==> src/rtl/fpcvt_pkg.sv <==
// fpcvt_pkg: constants and types shared by the FPCVT decoder and its helpers.
//   D_W     integer width produced by the decoder
//   E_W     exponent width of the packed float
//   F_W     significand width of the packed float
//   MAX_MAG largest magnitude a float can encode (15 << 7 = 1920)
//   fpcvt_state_e  decoder FSM state encoding
//   half_ulp()     half of one step at exponent e (used by the midpoint option)
package fpcvt_pkg;

   localparam int D_W = 12;
   localparam int E_W = 3;
   localparam int F_W = 4;
   localparam int MAX_MAG = ((1 << F_W) - 1) << ((1 << E_W) - 1);

   typedef enum logic [1:0] {
      IDLE  = 2'd0,
      SHIFT = 2'd1,
      SIGN  = 2'd2,
      DONE  = 2'd3
   } fpcvt_state_e;

   // Half of the step between adjacent floats at exponent e; zero when e==0.
   function automatic logic [D_W-1:0] half_ulp(input logic [E_W-1:0] e);
      logic [D_W-1:0] r;
      r = '0;
      if (e != '0) r = D_W'(1) << (e - 1'b1);
      return r;
   endfunction

endpackage

==> src/rtl/fpcvt_decode_if.sv <==
// fpcvt_decode_if: float-in / integer-out handshake bundle of the decoder.
//   in_valid/in_ready   float {S,E,F} offered / accepted
//   out_valid/out_ready integer D offered / accepted
// Handshake rule on both sides: a transfer happens on a rising clk edge where
// valid && ready are both high; the producer holds its payload and valid
// stable until that edge, and ready may change freely while valid is low.
//   master: the side that supplies floats and consumes integers
//   slave : the decoder
interface fpcvt_decode_if;
   import fpcvt_pkg::*;

   logic           in_valid;
   logic           in_ready;
   logic           S;
   logic [E_W-1:0] E;
   logic [F_W-1:0] F;
   logic           out_valid;
   logic           out_ready;
   logic [D_W-1:0] D;

   modport master (
      output in_valid, S, E, F, out_ready,
      input  in_ready, out_valid, D
   );

   modport slave (
      input  in_valid, S, E, F, out_ready,
      output in_ready, out_valid, D
   );

endinterface

==> src/rtl/fpcvt_negate.sv <==
// fpcvt_negate: combinational conditional two's-complement negation.
//   neg  1  negate when high
//   val  W  unsigned magnitude
//   res  W  val or -val, W-bit two's complement (0 stays 0)
module fpcvt_negate
   import fpcvt_pkg::*;
#(
   parameter int W = D_W
) (
   input  logic         neg,
   input  logic [W-1:0] val,
   output logic [W-1:0] res
);

   assign res = neg ? (~val + W'(1)) : val;

endmodule

==> src/rtl/fpcvt_decode.sv <==
// fpcvt_decode: turns an 8-bit float {S,E,F} (value (-1)^S * F * 2^E) back
// into a D_W-bit two's-complement integer, one left shift per clock.
//   clk        rising-edge clock
//   rst_n      asynchronous active-low reset
//   bus        fpcvt_decode_if.slave (in/out handshakes, S/E/F in, D out)
//   busy       FSM is not in IDLE
//   state_dbg  current FSM state
// Optional build macro FPCVT_DECODE_MIDPOINT_EN: when defined, the result is
// the midpoint of the encoder's rounding interval (adds 2^(E-1) for E>0).
module fpcvt_decode
   import fpcvt_pkg::*;
(
   input  logic                 clk,
   input  logic                 rst_n,
   fpcvt_decode_if.slave        bus,
   output logic                 busy,
   output fpcvt_state_e         state_dbg
);

   fpcvt_state_e   state, state_n;
   logic [D_W-1:0] mag, mag_n;
   logic [E_W-1:0] cnt, cnt_n;
   logic           sgn, sgn_n;
   logic           in_ready_q, in_ready_n;
   logic           out_valid_q, out_valid_n;
   logic [D_W-1:0] d_q, d_n;
   logic [D_W-1:0] mag_adj;
   logic [D_W-1:0] neg_res;

`ifdef FPCVT_DECODE_MIDPOINT_EN
   // Exponent kept from the accept edge; cnt has counted down to 0 by SIGN.
   logic [E_W-1:0] exp_r, exp_n;

   // A zero significand stays exactly zero so that +-0 still decodes to 0.
   assign mag_adj = (mag != '0) ? (mag + half_ulp(exp_r)) : mag;
`else
   assign mag_adj = mag;
`endif

   fpcvt_negate #(.W(D_W)) u_negate (
      .neg (sgn),
      .val (mag_adj),
      .res (neg_res)
   );

   always_comb begin
      state_n     = state;
      mag_n       = mag;
      cnt_n       = cnt;
      sgn_n       = sgn;
      out_valid_n = out_valid_q;
      d_n         = d_q;
`ifdef FPCVT_DECODE_MIDPOINT_EN
      exp_n       = exp_r;
`endif
      case (state)
         IDLE: begin
            if (bus.in_valid && in_ready_q) begin
               mag_n   = D_W'(bus.F);
               cnt_n   = bus.E;
               sgn_n   = bus.S;
`ifdef FPCVT_DECODE_MIDPOINT_EN
               exp_n   = bus.E;
`endif
               state_n = SHIFT;
            end
         end
         SHIFT: begin
            if (cnt == '0) begin
               state_n = SIGN;
            end else begin
               mag_n = mag << 1;
               cnt_n = cnt - 1'b1;
            end
         end
         SIGN: begin
            d_n         = neg_res;
            out_valid_n = 1'b1;
            state_n     = DONE;
         end
         DONE: begin
            if (out_valid_q && bus.out_ready) begin
               out_valid_n = 1'b0;
               state_n     = IDLE;
            end
         end
         default: state_n = IDLE;
      endcase
      // Registered from the next state, so out_ready never reaches in_ready
      // combinationally.
      in_ready_n = (state_n == IDLE);
   end

   always_ff @(posedge clk or negedge rst_n) begin
      if (!rst_n) begin
         state       <= IDLE;
         mag         <= '0;
         cnt         <= '0;
         sgn         <= 1'b0;
         in_ready_q  <= 1'b1;
         out_valid_q <= 1'b0;
         d_q         <= '0;
`ifdef FPCVT_DECODE_MIDPOINT_EN
         exp_r       <= '0;
`endif
      end else begin
         state       <= state_n;
         mag         <= mag_n;
         cnt         <= cnt_n;
         sgn         <= sgn_n;
         in_ready_q  <= in_ready_n;
         out_valid_q <= out_valid_n;
         d_q         <= d_n;
`ifdef FPCVT_DECODE_MIDPOINT_EN
         exp_r       <= exp_n;
`endif
      end
   end

   assign bus.in_ready  = in_ready_q;
   assign bus.out_valid = out_valid_q;
   assign bus.D         = d_q;
   assign busy          = (state != IDLE);
   assign state_dbg     = state;

endmodule

==> src/flat_wrapper.sv <==
// flat-port wrapper written by rule: the top's interface ports become plain ports
module fpcvt_decode_flat import fpcvt_pkg::*;
  (clk, rst_n, busy, state_dbg, bus_in_valid, bus_S, bus_E, bus_F, bus_out_ready, bus_in_ready, bus_out_valid, bus_D);
  fpcvt_decode_if bus_i ();
  input  logic clk;
  input  logic rst_n;
  output logic busy;
  output fpcvt_state_e state_dbg;
  input wire logic [$bits(bus_i.in_valid)-1:0] bus_in_valid;
  input wire logic [$bits(bus_i.S)-1:0] bus_S;
  input wire logic [$bits(bus_i.E)-1:0] bus_E;
  input wire logic [$bits(bus_i.F)-1:0] bus_F;
  input wire logic [$bits(bus_i.out_ready)-1:0] bus_out_ready;
  output wire logic [$bits(bus_i.in_ready)-1:0] bus_in_ready;
  output wire logic [$bits(bus_i.out_valid)-1:0] bus_out_valid;
  output wire logic [$bits(bus_i.D)-1:0] bus_D;
  assign bus_i.in_valid = bus_in_valid;
  assign bus_i.S = bus_S;
  assign bus_i.E = bus_E;
  assign bus_i.F = bus_F;
  assign bus_i.out_ready = bus_out_ready;
  assign bus_in_ready = bus_i.in_ready;
  assign bus_out_valid = bus_i.out_valid;
  assign bus_D = bus_i.D;
  fpcvt_decode u_core (.clk(clk), .rst_n(rst_n), .bus(bus_i), .busy(busy), .state_dbg(state_dbg));
endmodule
==> config.mk <==
export PLATFORM = sky130hd
export DESIGN_NAME = fpcvt_decode_flat
export DESIGN_NICKNAME = d
export VERILOG_FILES = /design/src/rtl/fpcvt_pkg.sv /design/src/rtl/fpcvt_decode_if.sv /design/src/rtl/fpcvt_negate.sv /design/src/rtl/fpcvt_decode.sv /design/src/flat_wrapper.sv
export SDC_FILE = /design/constraint.sdc
export NUM_CORES = 1
export LEC_CHECK = 0
export BUFFER_PORTS_ARGS = -buffer_cell sky130_fd_sc_hd__buf_2
export CAP_MARGIN = 20
export CORE_UTILIZATION = 45
export CTS_CLUSTER_DIAMETER = 120
export DETAILED_ROUTE_END_ITERATION = 10
export PLACE_DENSITY = 0.64
export SLEW_MARGIN = 25
export SYNTH_ARGS = -nofsm -noshare
export SYNTH_HDL_FRONTEND = slang
export SYNTH_SLANG_ARGS = --single-unit
==> constraint.sdc <==
create_clock -name clk -period 3.3 [get_ports clk]
set_input_delay 0.33 -clock clk [delete_from_list [all_inputs] [get_ports clk]]
set_output_delay 0.33 -clock clk [all_outputs]
set_load 0.01 [all_outputs]
Word level (Yosys, flattened, before mapping)

Cells that the tools add are included.

Output and inout port bits: 17
Register bits after elaboration: 32
Input bits: 12

Mux-type cells: 13
$add $sub $neg: 2
Equal/unequal tests: 6
Reduce and logical (&&, ||, !) cells: 11
Bitwise gates (word level): 1

Operators with widths:

| cell                                                  | number |
|---|---|
| 2-to-1 mux 12 bit                                     | 3 |
| one-hot mux 12 bit (2 select lines)                   | 1 |
| adder 12 x 1 -> 12 bit, second input constant         | 1 |
| NOT 12 bit                                            | 1 |
| one-hot mux 2 bit (4 select lines)                    | 1 |
| 2-to-1 mux 2 bit                                      | 3 |
| 2-to-1 mux 3 bit                                      | 2 |
| one-hot mux 3 bit (2 select lines)                    | 1 |
| nonzero test 2 bit                                    | 3 |
| == test 2 bit, second input constant                  | 2 |
| logical NOT 2 bit                                     | 2 |
| inequality test 2 x 1 -> 1 bit, second input constant | 2 |
| AND reduction 2 bit                                   | 2 |
| logical NOT 3 bit                                     | 1 |
| AND reduction 3 bit                                   | 1 |
| subtractor 3 x 1 -> 3 bit, second input constant      | 1 |
| == test 2 x 1 -> 1 bit, second input constant         | 1 |
| logical AND 1 bit                                     | 2 |
| inequality test 2 bit, second input constant          | 1 |
| one-hot mux 1 bit (2 select lines)                    | 1 |
| 2-to-1 mux 1 bit                                      | 1 |

Longest topological paths before layout

Depth in word-level cells: 4
Depth in mapped cells: 7
Gate-level depth less buffers: 6

By module

A second synthesis with hierarchy kept.

Cells, all modules: 144
Area total of the unflattened synthesis: 1690.4 µm²

By module, submodules not included:

| module       | area an instance (µm²) | times used | seq. area each (µm²) | cells an instance |
|---|---|---|---|---|
| fpcvt_decode | 1401.3                 | 1          | 802.0                | 110 |
| fpcvt_negate | 289.0                  | 1          | 0.0                  | 34 |

Least setup slack after synthesis

OpenSTA, ideal clock, no wires.

Kind: reg2reg
From: register u_core.mag[5]
To: register u_core.d_q[11], in the netlist u_core.bus.D[11]
Cell stages (with the launch flop): 6
Slack: 1.507 ns
Data arrival time: 1.660 ns
Required time: 3.167 ns
Path buffers: 1
Library setup time: 0.133 ns
Clock period less this slack: 1.793 ns
Path through: dfrtp_1 > or4_1 > buf_2 > o41ai_1 > xor2_1 > o21ai_1

Cells in the longest elaborated chain, start to end: 3

RTL lines:

| item                     | line                | RTL |
|---|---|---|
| start: declaration       | fpcvt_decode.sv:21  | `logic [D_W-1:0] mag, mag_n;` |
| start signal: assignment | fpcvt_decode.sv:108 | `mag <= mag_n;` |
| NOT 12 bit               | fpcvt_negate.sv:15  | `assign res = neg ? (~val + W'(1)) : val;` |
| adder 12 x 1 -> 12 bit   | fpcvt_negate.sv:15  |  |
| 2-to-1 mux 12 bit        | fpcvt_negate.sv:15  |  |
| end signal: assignment   | fpcvt_decode.sv:113 | `d_q <= d_n;` |
| end: declaration         | fpcvt_decode.sv:26  | `logic [D_W-1:0] d_q, d_n;` |

No other way between the ends.
A chain may end at the register's enable or synchronous reset.

Final worst setup path

From: register u_core.mag[4]
To: register u_core.d_q[8], in the netlist u_core.bus.D[8]

Same word-level chain as after synthesis.

==> flow_summary.yaml <==
yosys:
  async_flop_share_pct: 100
  syn_area_per_cell_sq_um: 9.82
  synth_most_common_cell: "o21ai_0"
  synth_compound_area_share_pct: 18.3
  ys_seq_elements: 32
  synth_largest_area_cell: "dfrtp_1"
  synthXorXnorAreaFrac_pct: 5.51
  synth_common_cells: "38 x o21ai_0, 31 x dfrtp_1, 25 x nand2_1"
  ys_seq_area_share_pct: 50.4
  synth_ff_type: "dfrtp_1"
  synth_area_sq_um: 1590
  syn_inst: 162
  synthTopCellsByArea: "dfrtp_1 49%, o21ai_0 12%, nand2_1 5.9%"
  yosys_warnings: 0
  synth.top_cell.area_share_pct: 48.8
  synth_top_family_by_area: "compound AO/OA/AOI/OAI gates"
  synth-edff-count: 0
  syn-num-nets: 177
  synthMuxAreaShare_pct: 7.47
  synthSimpleGateAreaFrac_pct: 12.1
  ys_types: 27
  synthAdderAreaFrac_pct: 2.36
sta:
  period_needed_ps: 1960
  hold_violations: 0
  slew_headroom_pct: 54.5
  drv_slew: 0
  tns_ps: 0
  finalCritPeriodShare_pct: 59.4
  rsz0062_at_grt: "false"
  layout_setup_ws_ps: 1340
  clock_skew_ps: 11.2
  tightest_slew_ps: 683
  holdWs_ps: 21.8
  finalSetupViolCount: 0
  fmax_mhz: 510
cts:
  clock_path_buffers: 2
  postCtsHoldBufs: 0
  post-cts-setup-buffers: 0
  clock_latency_ps: 340
  clock_sinks: 32
  cts.htree.levels: 2
  cts_tree: "done"
  clkTransAtPathRegs_ps: 110
  ctsResizeCount: 0
  root_buffer: "clkbuf_4"
  cts_buffers: 5
job:
  maxCapViolCount: 0
floorplan:
  initial_core_util_pct: 47.3
  fp.coreArea_sq_um: 3360
  io_pins: 29
  rows: 21
  fp.dieH_um: 61.4
  die_area_sq_um: 3780
  die_w_um: 61.4
pwr:
  power.switching_mw: 0.754
  powerDensity_nw_per_um2: 969
  ir_worst_vdd_v: 0.000487
  comb_power_share_pct: 46.9
  pwr-share-seq_pct: 39.9
  p_int_mw: 1.01
  swShare_pct: 42.8
  pwr-share-clk_pct: 13.3
  power.leakage_nw: 0.854
worst_setup_path:
  required_ps: 3520
  reg2reg_to: "u_core.bus.D[8]"
  critPathArrivalTime_ps: 2180
  ff2ff_path_depth: 4
  startpoint_type: "flip-flop"
  crit_type: "flip-flop to flip-flop"
  cp_max_fo: 6
  endpoint_kind: "flip-flop"
  timing.rr.start: "u_core.mag[4]"
  r2r_setup_slack_ps: 1340
global_routing:
  grt_pass1_vias: 1082
  grt_pass1_wl_um: 4970
  grt_antenna_before_repair: 0
  grtUsageTotal_pct: 18.5
  overflow: 0
  grt_max_degree: 33
cells_and_area:
  finalNonFillerCells: 235
  area_growth_pct: 14.3
  final_net_count: 203
  diodes: 0
  drive_gt1_share_pct: 25.4
route:
  dr.pass1.iters: 4
  wire_per_inst_um: 12.9
  vias_per_cell: 5.19
  antenna_left: 0
  first_iter_violations: 46
  vias: 1219
  routed_wl_um: 3040
  drc: 0
place:
  post-dp-hpwl_um: 2160
  dp_slack_ps: 1360
  dp.cells: 227
  numPortBuffers: 28
  gp_congestion: 0.751
min_path:
  hold_class: "input port to asynchronous set/reset pin"
run_status:
  status: "finished clean"
cells in the final DEF (no fill, tap or decap), drive strengths merged:
cell and count:
a211oi 1, a2bb2oi 1, buf 29, clkbuf 6, clkinv 2, dfrtp 31
dfstp 1, ha 3, inv 6, mux2 7, mux2i 4, nand2 25
nand2b 2, nand3 2, nor2 3, nor2b 4, o21ai 39, o31ai 5
o41ai 2, or2 2, or3 2, or4 2, xnor2 6, xor2 4
worst max-delay path: stages (launching register included):
cell and delay [ps]:
dfrtp_1 440, or4_1 670, o31ai_1 350, xnor2_1 120, mux2_2 270
routing by layer:
layer  part of all wire [%]  GRT usage (%)
met5                      0              0
met4                    1.6           7.62
met3                    3.8           5.67
met2                     45           29.2
met1                     49           23.6
flip-flops by register name, summed over array words and instances, names as in the netlist:
name and flops:
u_core.mag 12, u_core.state_dbg 2, u_core.cnt 3, u_core.sgn 1, u_core.bus.in_ready 1, u_core.bus.out_valid 1, u_core.bus.D 12
logic make-up after synthesis:
family	count (synthesis)
AND/OR/NAND/NOR	42
AO/OA/AOI/OAI	48
XOR/XNOR	10
flip-flops	32
multiplexers	11
buffers and inverters	16
adder cells (fa/ha/maj)	3
how the worst max path moves through the flow:
stage	startpoint	endpoint	slack, ps	cells past startpoint
after floorplan	u_core.mag[5]	u_core.bus.D[11]	1510	5
after global placement	u_core.mag[5]	u_core.bus.D[11]	1410	4
after detailed placement	u_core.mag[4]	u_core.bus.D[11]	1360	4
after CTS	u_core.mag[4]	u_core.bus.D[8]	1320	4
after global routing	u_core.mag[4]	u_core.bus.D[11]	1150	4
final	u_core.mag[4]	u_core.bus.D[8]	1340	4
stage by stage:
step / power (mW) / utilization, % / area (sq um)
after floorplan: 1.31 / - / 1590
after global placement: 1.51 / 52.2 / 1760
after detailed placement: 1.54 / 52.2 / 1760
after CTS: 1.78 / 54.1 / 1820
after global routing: 1.92 / 54.1 / 1820
final: 1.76 / 54.1 / 1820
cell type report:
class	instances	area (sq um)
clock buffer	6	51.3
clock inverter	2	10.0
inverter	6	22.5
fill	343	1550
multi-input combinational	114	727
sequential	32	802
timing repair buffer	29	148
tap	46	57.6
power groups by stage:
stage	sequential, mW	clock (mW)	combinational, mW
2_1_floorplan	0.684	0	0.625
3_3_place_gp	0.698	0	0.814
3_5_place_dp	0.710	0	0.829
4_1_cts	0.701	0.241	0.834
5_1_grt	0.725	0.262	0.938
6_report	0.702	0.234	0.825
No activity file was read; power rests on OpenSTA's default activity.
